`config.mk`:
```
export PLATFORM = sky130hd
export DESIGN_NAME = fft_128_mem_seq
export DESIGN_NICKNAME = d
export VERILOG_FILES = /design/src/rtl/fft_128_mem_seq.sv
export SDC_FILE = /design/constraint.sdc
export NUM_CORES = 2
export LEC_CHECK = 0
export BUFFER_PORTS_ARGS = -buffer_cell sky130_fd_sc_hd__buf_2
export CAP_MARGIN = 0
export CORE_ASPECT_RATIO = 1.4
export CORE_MARGIN = 3
export CORE_UTILIZATION = 35
export CTS_CLUSTER_DIAMETER = 30
export DETAILED_ROUTE_END_ITERATION = 8
export PLACE_DENSITY_LB_ADDON = 0.12
export SETUP_SLACK_MARGIN = 0.2
export SLEW_MARGIN = 15
export SYNTH_ARGS = -nofsm -noshare
export SYNTH_HDL_FRONTEND = slang
export SYNTH_SLANG_ARGS = --single-unit
```
`constraint.sdc`:
```
create_clock -name clk -period 6.3 [get_ports clk]
set_input_delay 0.315 -clock clk [delete_from_list [all_inputs] [get_ports clk]]
set_output_delay 0.315 -clock clk [all_outputs]
set_load 0.1 [all_outputs]
```
`src/rtl/fft_128_mem_seq.sv`:
```
// In-place 128-point radix-2 FFT working memory and address sequencer.
// Loads bit-reversed, issues per-stage A/B operand reads, writes results back PIPE_LAT later, unloads in natural order.
module fft_128_mem_seq #(
    parameter int DW       = 32,
    parameter int PIPE_LAT = 3,
    parameter int N_LOG2   = 7
) (
    input  logic          clk,
    input  logic          rst,
    input  logic          start,
    input  logic [DW-1:0] wr_data,
    output logic [DW-1:0] rd_data,
    output logic          rd_valid,
    output logic          rd_is_a,
    output logic [5:0]    tw_addr,
    output logic [2:0]    stage,
    output logic          out_valid,
    output logic          busy,
    output logic          done
);

    localparam int AW = N_LOG2;
    localparam int N  = 1 << AW;
    localparam logic [AW:0] CNT_LAST  = (AW+1)'(N - 1);
    localparam logic [AW:0] CNT_N     = (AW+1)'(N);
    localparam logic [AW:0] DRAIN_END = (AW+1)'(PIPE_LAT);
    localparam logic [2:0]  S_LAST    = 3'(N_LOG2 - 1);

    typedef enum logic [2:0] {IDLE, LOAD, CALC, DRAIN, UNLOAD, FIN} state_t;

    state_t            state_q, state_d;
    logic [AW:0]       cnt_q, cnt_d;
    logic [2:0]        s_q, s_d;
    logic [DW-1:0]     mem [N];
    logic [DW-1:0]     rd_data_q;
    logic              rd_valid_q, rd_is_a_q, out_valid_q;
    logic [5:0]        tw_addr_q;
    logic [AW-1:0]     dl_addr_q [PIPE_LAT];
    logic [PIPE_LAT-1:0] dl_v_q;

    logic [AW-1:0] k7, span, mask, a_addr, b_addr, rd_addr, wr_addr;
    logic [5:0]    tw;
    logic          issue_calc, issue_a, issue_out, rd_en, wr_en;

    function automatic logic [AW-1:0] bitrev(input logic [AW-1:0] v);
        logic [AW-1:0] r;
        for (int unsigned i = 0; i < AW; i++) r[i] = v[AW-1-i];
        return r;
    endfunction

    // CALC counter packs {k, p}: k = butterfly index, p = 0 for A, 1 for B
    always_comb begin
        k7         = {1'b0, cnt_q[AW-1:1]};
        span       = AW'(1) << s_q;
        mask       = span - AW'(1);
        a_addr     = ((k7 >> s_q) << (s_q + 3'd1)) | (k7 & mask);
        b_addr     = a_addr | span;
        tw         = 6'((k7 & mask) << (3'd6 - s_q));
        issue_calc = (state_q == CALC);
        issue_a    = issue_calc & ~cnt_q[0];
        issue_out  = (state_q == UNLOAD) & ~cnt_q[AW];
        rd_en      = issue_calc | issue_out;
        rd_addr    = issue_calc ? (cnt_q[0] ? b_addr : a_addr) : cnt_q[AW-1:0];
        if (state_q == LOAD) begin
            wr_en   = 1'b1;
            wr_addr = bitrev(cnt_q[AW-1:0]);
        end else begin
            wr_en   = dl_v_q[PIPE_LAT-1];
            wr_addr = dl_addr_q[PIPE_LAT-1];
        end
    end

    always_comb begin
        state_d = state_q;
        cnt_d   = cnt_q + 1'b1;
        s_d     = s_q;
        busy    = (state_q == LOAD) || (state_q == CALC) ||
                  (state_q == DRAIN) || (state_q == UNLOAD);
        done    = (state_q == FIN);
        case (state_q)
            IDLE: begin
                cnt_d = '0;
                if (start) begin
                    state_d = LOAD;
                    s_d     = '0;
                end
            end
            LOAD: if (cnt_q == CNT_LAST) begin
                state_d = CALC;
                cnt_d   = '0;
            end
            CALC: if (cnt_q == CNT_LAST) begin
                state_d = DRAIN;
                cnt_d   = '0;
            end
            DRAIN: if (cnt_q == DRAIN_END) begin
                cnt_d = '0;
                if (s_q == S_LAST) begin
                    state_d = UNLOAD;
                end else begin
                    state_d = CALC;
                    s_d     = s_q + 3'd1;
                end
            end
            // one extra cycle after the last read so its out_valid is seen before FIN
            UNLOAD: if (cnt_q == CNT_N) begin
                state_d = FIN;
                cnt_d   = '0;
            end
            FIN: begin
                state_d = IDLE;
                cnt_d   = '0;
            end
            default: begin
                state_d = IDLE;
                cnt_d   = '0;
            end
        endcase
    end

    always_ff @(posedge clk or negedge rst) begin
        if (!rst) begin
            state_q     <= IDLE;
            cnt_q       <= '0;
            s_q         <= '0;
            rd_data_q   <= '0;
            rd_valid_q  <= 1'b0;
            rd_is_a_q   <= 1'b0;
            out_valid_q <= 1'b0;
            tw_addr_q   <= '0;
            dl_v_q      <= '0;
            for (int unsigned i = 0; i < PIPE_LAT; i++) dl_addr_q[i] <= '0;
        end else begin
            state_q     <= state_d;
            cnt_q       <= cnt_d;
            s_q         <= s_d;
            if (rd_en) rd_data_q <= mem[rd_addr];
            rd_valid_q  <= issue_calc;
            rd_is_a_q   <= issue_a;
            out_valid_q <= issue_out;
            tw_addr_q   <= issue_a ? tw : (issue_calc ? tw_addr_q : '0);
            dl_v_q      <= {dl_v_q[PIPE_LAT-2:0], issue_calc};
            dl_addr_q[0] <= rd_addr;
            for (int unsigned i = 1; i < PIPE_LAT; i++) dl_addr_q[i] <= dl_addr_q[i-1];
        end
    end

    always_ff @(posedge clk) begin
        if (wr_en) mem[wr_addr] <= wr_data;
    end

    assign rd_data   = rd_data_q;
    assign rd_valid  = rd_valid_q;
    assign rd_is_a   = rd_is_a_q;
    assign tw_addr   = tw_addr_q;
    assign stage     = s_q;
    assign out_valid = out_valid_q;

endmodule
```
After elaboration in Yosys (flattened, before gate mapping)
Memory sizes are Yosys's and may differ from the RTL's. A register that Yosys moved wholly into a read port is not among the register bits.
Index checks and enable logic that the tools add are counted.

operators by class
  reduce and logical (&&, ||, !) cells = 9
  add/sub/neg operators = 4
  eq/ne operators = 16
  muxes and demuxes = 23
  shift-type cells = 4
  bitwise logic cells = 8

operator list
  cell                                                                    number
  3-bit two-way mux                                                       9
  8-bit two-way mux                                                       3
  8-bit one-hot mux with 3 select lines                                   1
  7-bit two-way mux                                                       3
  3-bit one-hot mux with 5 select lines                                   1
  7-bit OR                                                                2
  6-bit two-way mux                                                       2
  3-bit equality test (second input constant)                             3
  8-bit by 1-bit adder with 8-bit output (second input constant)          1
  8-bit by 2-bit equality test with 1-bit output (second input constant)  1
  8-bit by 7-bit equality test with 1-bit output (second input constant)  1
  8-bit equality test (second input constant)                             1
  2-bit by 1-bit != test with 1-bit output (second input constant)        4
  6-bit by 7-bit AND with 7-bit output                                    1
  1-bit by 3-bit left shift with 7-bit output (first input constant)      1
  7-bit by 3-bit left shift with 6-bit output                             1
  7-bit by 3-bit left shift with 7-bit output                             1
  6-bit by 3-bit >> shifter with 7-bit output                             1
  7-bit by 1-bit subtractor with 7-bit output (second input constant)     1
  3-bit by 2-bit equality test with 1-bit output (second input constant)  2
  2-bit != test (second input constant)                                   3
  3-bit one-hot mux with 2 select lines                                   1
  5-bit AND reduction                                                     1
  4-bit AND reduction                                                     1
  other kinds (12)                                                        18

word-level totals
  bits of input ports = 35
  memories = 1
  word-level logic and storage cells = 76
  bits in registers = 47
  bits in writable memories = 4096

memories
  name  depth  bits a word  rd ports  clocked after Yosys merged registers in  write ports  RTL line  text
  mem   128    32           1         1                                        1            34        logic [DW-1:0] mem [N];

Logic depth before layout (Yosys ltp)
  depth in word-level cells = 7
  mapped depth = 22
  mapped depth without buffers = 15

Worst setup path after synthesis
No wires, ideal clock.

  path type = flip-flop to flip-flop
  from = register s_q[0], in the netlist stage[0]
  to = register rd_data_q[15], in the netlist rd_data[15] (read register of mem)
  setup slack = 1.534 ns
  stages on the path, launching flop included = 19
  data required time = 6.216 ns
  clock period less this slack = 4.766 ns
  arrival time = 4.683 ns
  buffers on the path = 4
  path through = dfrtp_1 buf_4 buf_4 clkinv_1 ha_1 clkbuf_1 nand2b_1 ha_1 nand2_1 o21ai_0 o22ai_2 a211o_1 a211o_1 buf_2 a221o_1 a311oi_1 a2111oi_0 and3_1 a41oi_2

on the way
  longest elaborated chain between the ends = 7
  elaborated cells on any way between the ends = 10

RTL lines
  item                                         RTL line  text
  start: declaration                           33        logic [2:0] s_q, s_d;
  start signal: assignment                     125       s_q <= '0;
  start signal: assignment                     136       s_q <= s_d;
  1-bit by 3-bit left shift with 7-bit output  54        span = AW'(1) << s_q;
  7-bit by 1-bit subtractor with 7-bit output  55        mask = span - AW'(1);
  6-bit by 7-bit AND with 7-bit output         56        a_addr = ((k7 >> s_q) << (s_q + 3'd1)) | (k7 & mask);
  7-bit OR                                     56
  7-bit OR                                     57        b_addr = a_addr | span;
  7-bit two-way mux (*) (2 in series)          63        rd_addr = issue_calc ? (cnt_q[0] ? b_addr : a_addr) : cnt_q[AW-1:0];
  end: declaration                             35        logic [DW-1:0] rd_data_q;

Mark *: on every way between the ends. The rest lies on a longest branch, timed or not.
A chain may end at the register's enable or synchronous reset.

Final worst setup path
  from = register s_q[0], in the netlist stage[0]
  to = register rd_data_q[28], in the netlist rd_data[28] (read register of mem)

The elaborated chain is that of the path after synthesis.

==> run metrics <==
run status=completed; Worst Max-Slew Pin Slew=1.33 ns; Final nets=12600; arrival time at the worst endpoint=7.06 ns; Buf/Inv on CP=6; Max FO, Critical Path=52; overall die width=586 µm; internal power=56.8 mW; CP max-delay cell=a21oi_1; initial antenna violation count=69; die area=0.480 mm²; Post-synth ARST share=0.0187; I/O Buffers=80; Clk pin slew, worst setup/hold paths=0.05 ns; drt first pass iters=8; RSZ-0062 raised after global routing=false; critical path type=reg2reg; design area=0.203 mm²; cell with the most instances after synthesis=edfxtp_1; global-route total usage across every layer=0.279; area of the core=0.469 mm²; Synth top area share=0.745; Avg Vias per Cell=5.63; Max Slew Vio Count=0; Slew HR=0.101; Max IR drop VDD=278 µV; Area Overhead vs Synth=23.0%; Cells after Synth=11900; Pwr Density=353 mW/mm²; top cells by area, synth=edfxtp_1 74%, nand2_1 6.8%, nand3_1 3.8%; min cycle time layout=6.06 ns; clk buf depth=4; flops & latches, synth=4174; H-tree levels=6; TritonCTS clock tree=done; placed standard-cell area=0.177 mm²; Comb pwr share=0.009; Tot Pwr=71.7 mW; Final GP Congestion=0.926; clock share of power=0.565; final wirelength=685 mm; Sink Count=4174; Tightest Hold Check Type=in2reg; Critical Path Start Type=flop; CP top delay family=compound AO/OA/AOI/OAI gates; DR WL/cell=34.9 µm; DP Wirelength=437 mm; max cap viols=0; Yosys top cell by area=edfxtp_1; setup bufs post-CTS=0; TritonCTS Buffers=732; number of remaining DRC errors=0; final hold vios=0; sequential share of the synthesized area=0.757; crit end category=flop; worst-path cell chain=buf_4 > ha_1 > ha_1 > nor4bb_2 > buf_4 > and2_1 > a22oi_4 > inv_12 > buf_12 > buf_12 > buf_12 > mux2_2 > nand2_1 > a21oi_1 > nand3_1 > o31ai_1 > a31oi_2 > a41oi_1; Reg power frac=0.426; row cnt=297; largest net degree at the start of global routing=136; skew final=0.0403 ns; syn_area_per_cell=13.9 µm²; via count=110000; Clock Latency Late Sink=1.10 ns; starting density of the core=0.352; Net Sw Power=14.9 mW; final number of setup-violating endpoints=0; first-pass GRT wire length=921 mm; I/O Pins=81; distinct cell type count after synthesis=92; Cell Area, Synth=0.165 mm²; die height=819 µm; sw frac=0.208; P_leak=68.3 nW; Final period util=0.961; worst stage delay on the critical path=0.54 ns; syn_nets=11900; layout cell share with drive strength beyond 1=0.165; vias in the first global route=107000; Fill cells=42200; Fmax achieved=0.165 GHz; CP Data Required Time=7.31 ns; Post-synth top cells=4096 x edfxtp_1, 2976 x nand2_1, 1265 x nand3_1; ys flop type=edfxtp_1; most used cell, CP=buf_12; CTS Root Cell=clkbuf_16; Final ANT Viol Nets=0; grt ovf=0; synth warn=0; EDFF count, synth=4096; Iteration-0 DRC Markers=12800
## path summary, 6_finish.rpt
path                                 startpoint                       to  slack (ns)  cells past startpoint
max in group asynchronous                   rst  rd_data[13]$_DFFE_PN0P_        4.77                      4
setup reg to reg           stage[0]$_DFFE_PN0P_  rd_data[28]$_DFFE_PN0P_        0.24                     18
hold / removal                            start   state_q[0]$_DFFE_PN0P_        0.18                      4
min in group asynchronous                   rst   tw_addr[3]$_DFFE_PN0P_        0.54                      4
setup / recovery           stage[0]$_DFFE_PN0P_  rd_data[28]$_DFFE_PN0P_        0.24                     18
hold reg to reg             dl_v_q[1]$_DFF_PN0_      dl_v_q[2]$_DFF_PN0_        0.34                      0
## cells by family (layout without fill, tap and decap cells)
logic type	count (synthesis)	in the layout	synth area share
xor gates and xnor gates	13	13	0.000690
muxes	439	439	0.0270
buffers and inverters	804	2146	0.0221
AOI/OAI and AO/OA	1480	1480	0.0633
other	0	118	0
and+or+nand+nor	4950	4950	0.129
DFF	4174	4174	0.757
adders and majority gates	9	9	0.000682
## flip-flops by register name, indices dropped and copies added (netlist names)
name / count
rd_is_a: 1
mem: 4096
dl_addr_q: 21
tw_addr: 6
stage: 3
dl_v_q: 3
out_valid: 1
cnt_q: 8
state_q: 3
rd_data: 32
## per-layer routing
| metal | up-vias | track usage | part of all wire |
|---|---|---|---|
| met1 | 57300 | 0.330 | 0.37 |
| met2 | 5026 | 0.462 | 0.48 |
| met4 | 34 | 0.187 | 0.077 |
| li1 | 46600 | - | - |
| met3 | 1386 | 0.0511 | 0.069 |
| met5 | - | 0 | 0.00034 |
## area by class of cell
class                           instances  area [µm²]  share of cell area
Antenna cell                          118         295             0.00145
Timing Repair Buffer                  753        6710              0.0330
Tap cell                             6279        7860              0.0387
Clock inverter                        523        6220              0.0306
Inverter                               24         123            0.000604
Clock buffer                          846       19100              0.0939
Multi-Input combinational cell       6891       37900               0.187
Sequential cell                      4174      125000               0.615
## worst reg2reg max path, delay by kind of cell, from the launching register on
kind	cells	cell delay, ns
flip-flops	1	0.39
buffers and inverters	6	2.03
adder cells (fa/ha/maj)	2	0.59
multiplexers	1	0.20
AND/OR/NAND/NOR	4	1.03
AO/OA/AOI/OAI	5	1.75
## through the flow
stage | instances | worst slack (ns) | hold slack (ns) | setup TNS (ns) | util
after CTS | 19500 | 0.250 | 0.0983 | 0 | 0.433
after floorplan | 11900 | 1.53 | 0.0194 | 0 | -
after global routing | 19600 | 0.219 | 0.177 | 0 | 0.433
after global placement | 18100 | -0.281 | 0.332 | -1.40 | 0.378
after detailed placement | 18100 | -0.209 | 0.335 | -0.906 | 0.378
final | 19600 | 0.243 | 0.179 | 0 | 0.434
## power by group through the flow
stage	Combinational, mW	Sequential [mW]	Clock [mW]
after floorplan	0.000426	31.1	0
final	0.646	30.6	40.5
after global routing	0.669	30.5	42.2
after CTS	0.648	30.5	40.9
after global placement	0.604	31.1	0
after detailed placement	0.626	31.1	0
## placed cells by master, fill, tap and decap left out, drive strengths merged, types with 73 or more instances in the layout
cell / n
a221oi: 231
dfrtp: 78
nand4: 78
nand3: 1265
clkinv: 288
a31oi: 242
clkbuf: 847
o31ai: 73
edfxtp: 4096
buf: 717
mux2i: 401
and3: 206
nand2: 2976
a21oi: 391
bufinv: 106
nor2: 257
o21ai: 128
diode: 118
inv: 84
## timing repair
item / 4_1_cts / 5_1_grt
endpoints found under the hold margin: 1718 / 0
hold buffers: 36 / 0
setup endpoints to repair: 10 / 1
gates resized for setup: 9 / 1
Power figures use the tool's default switching activity.
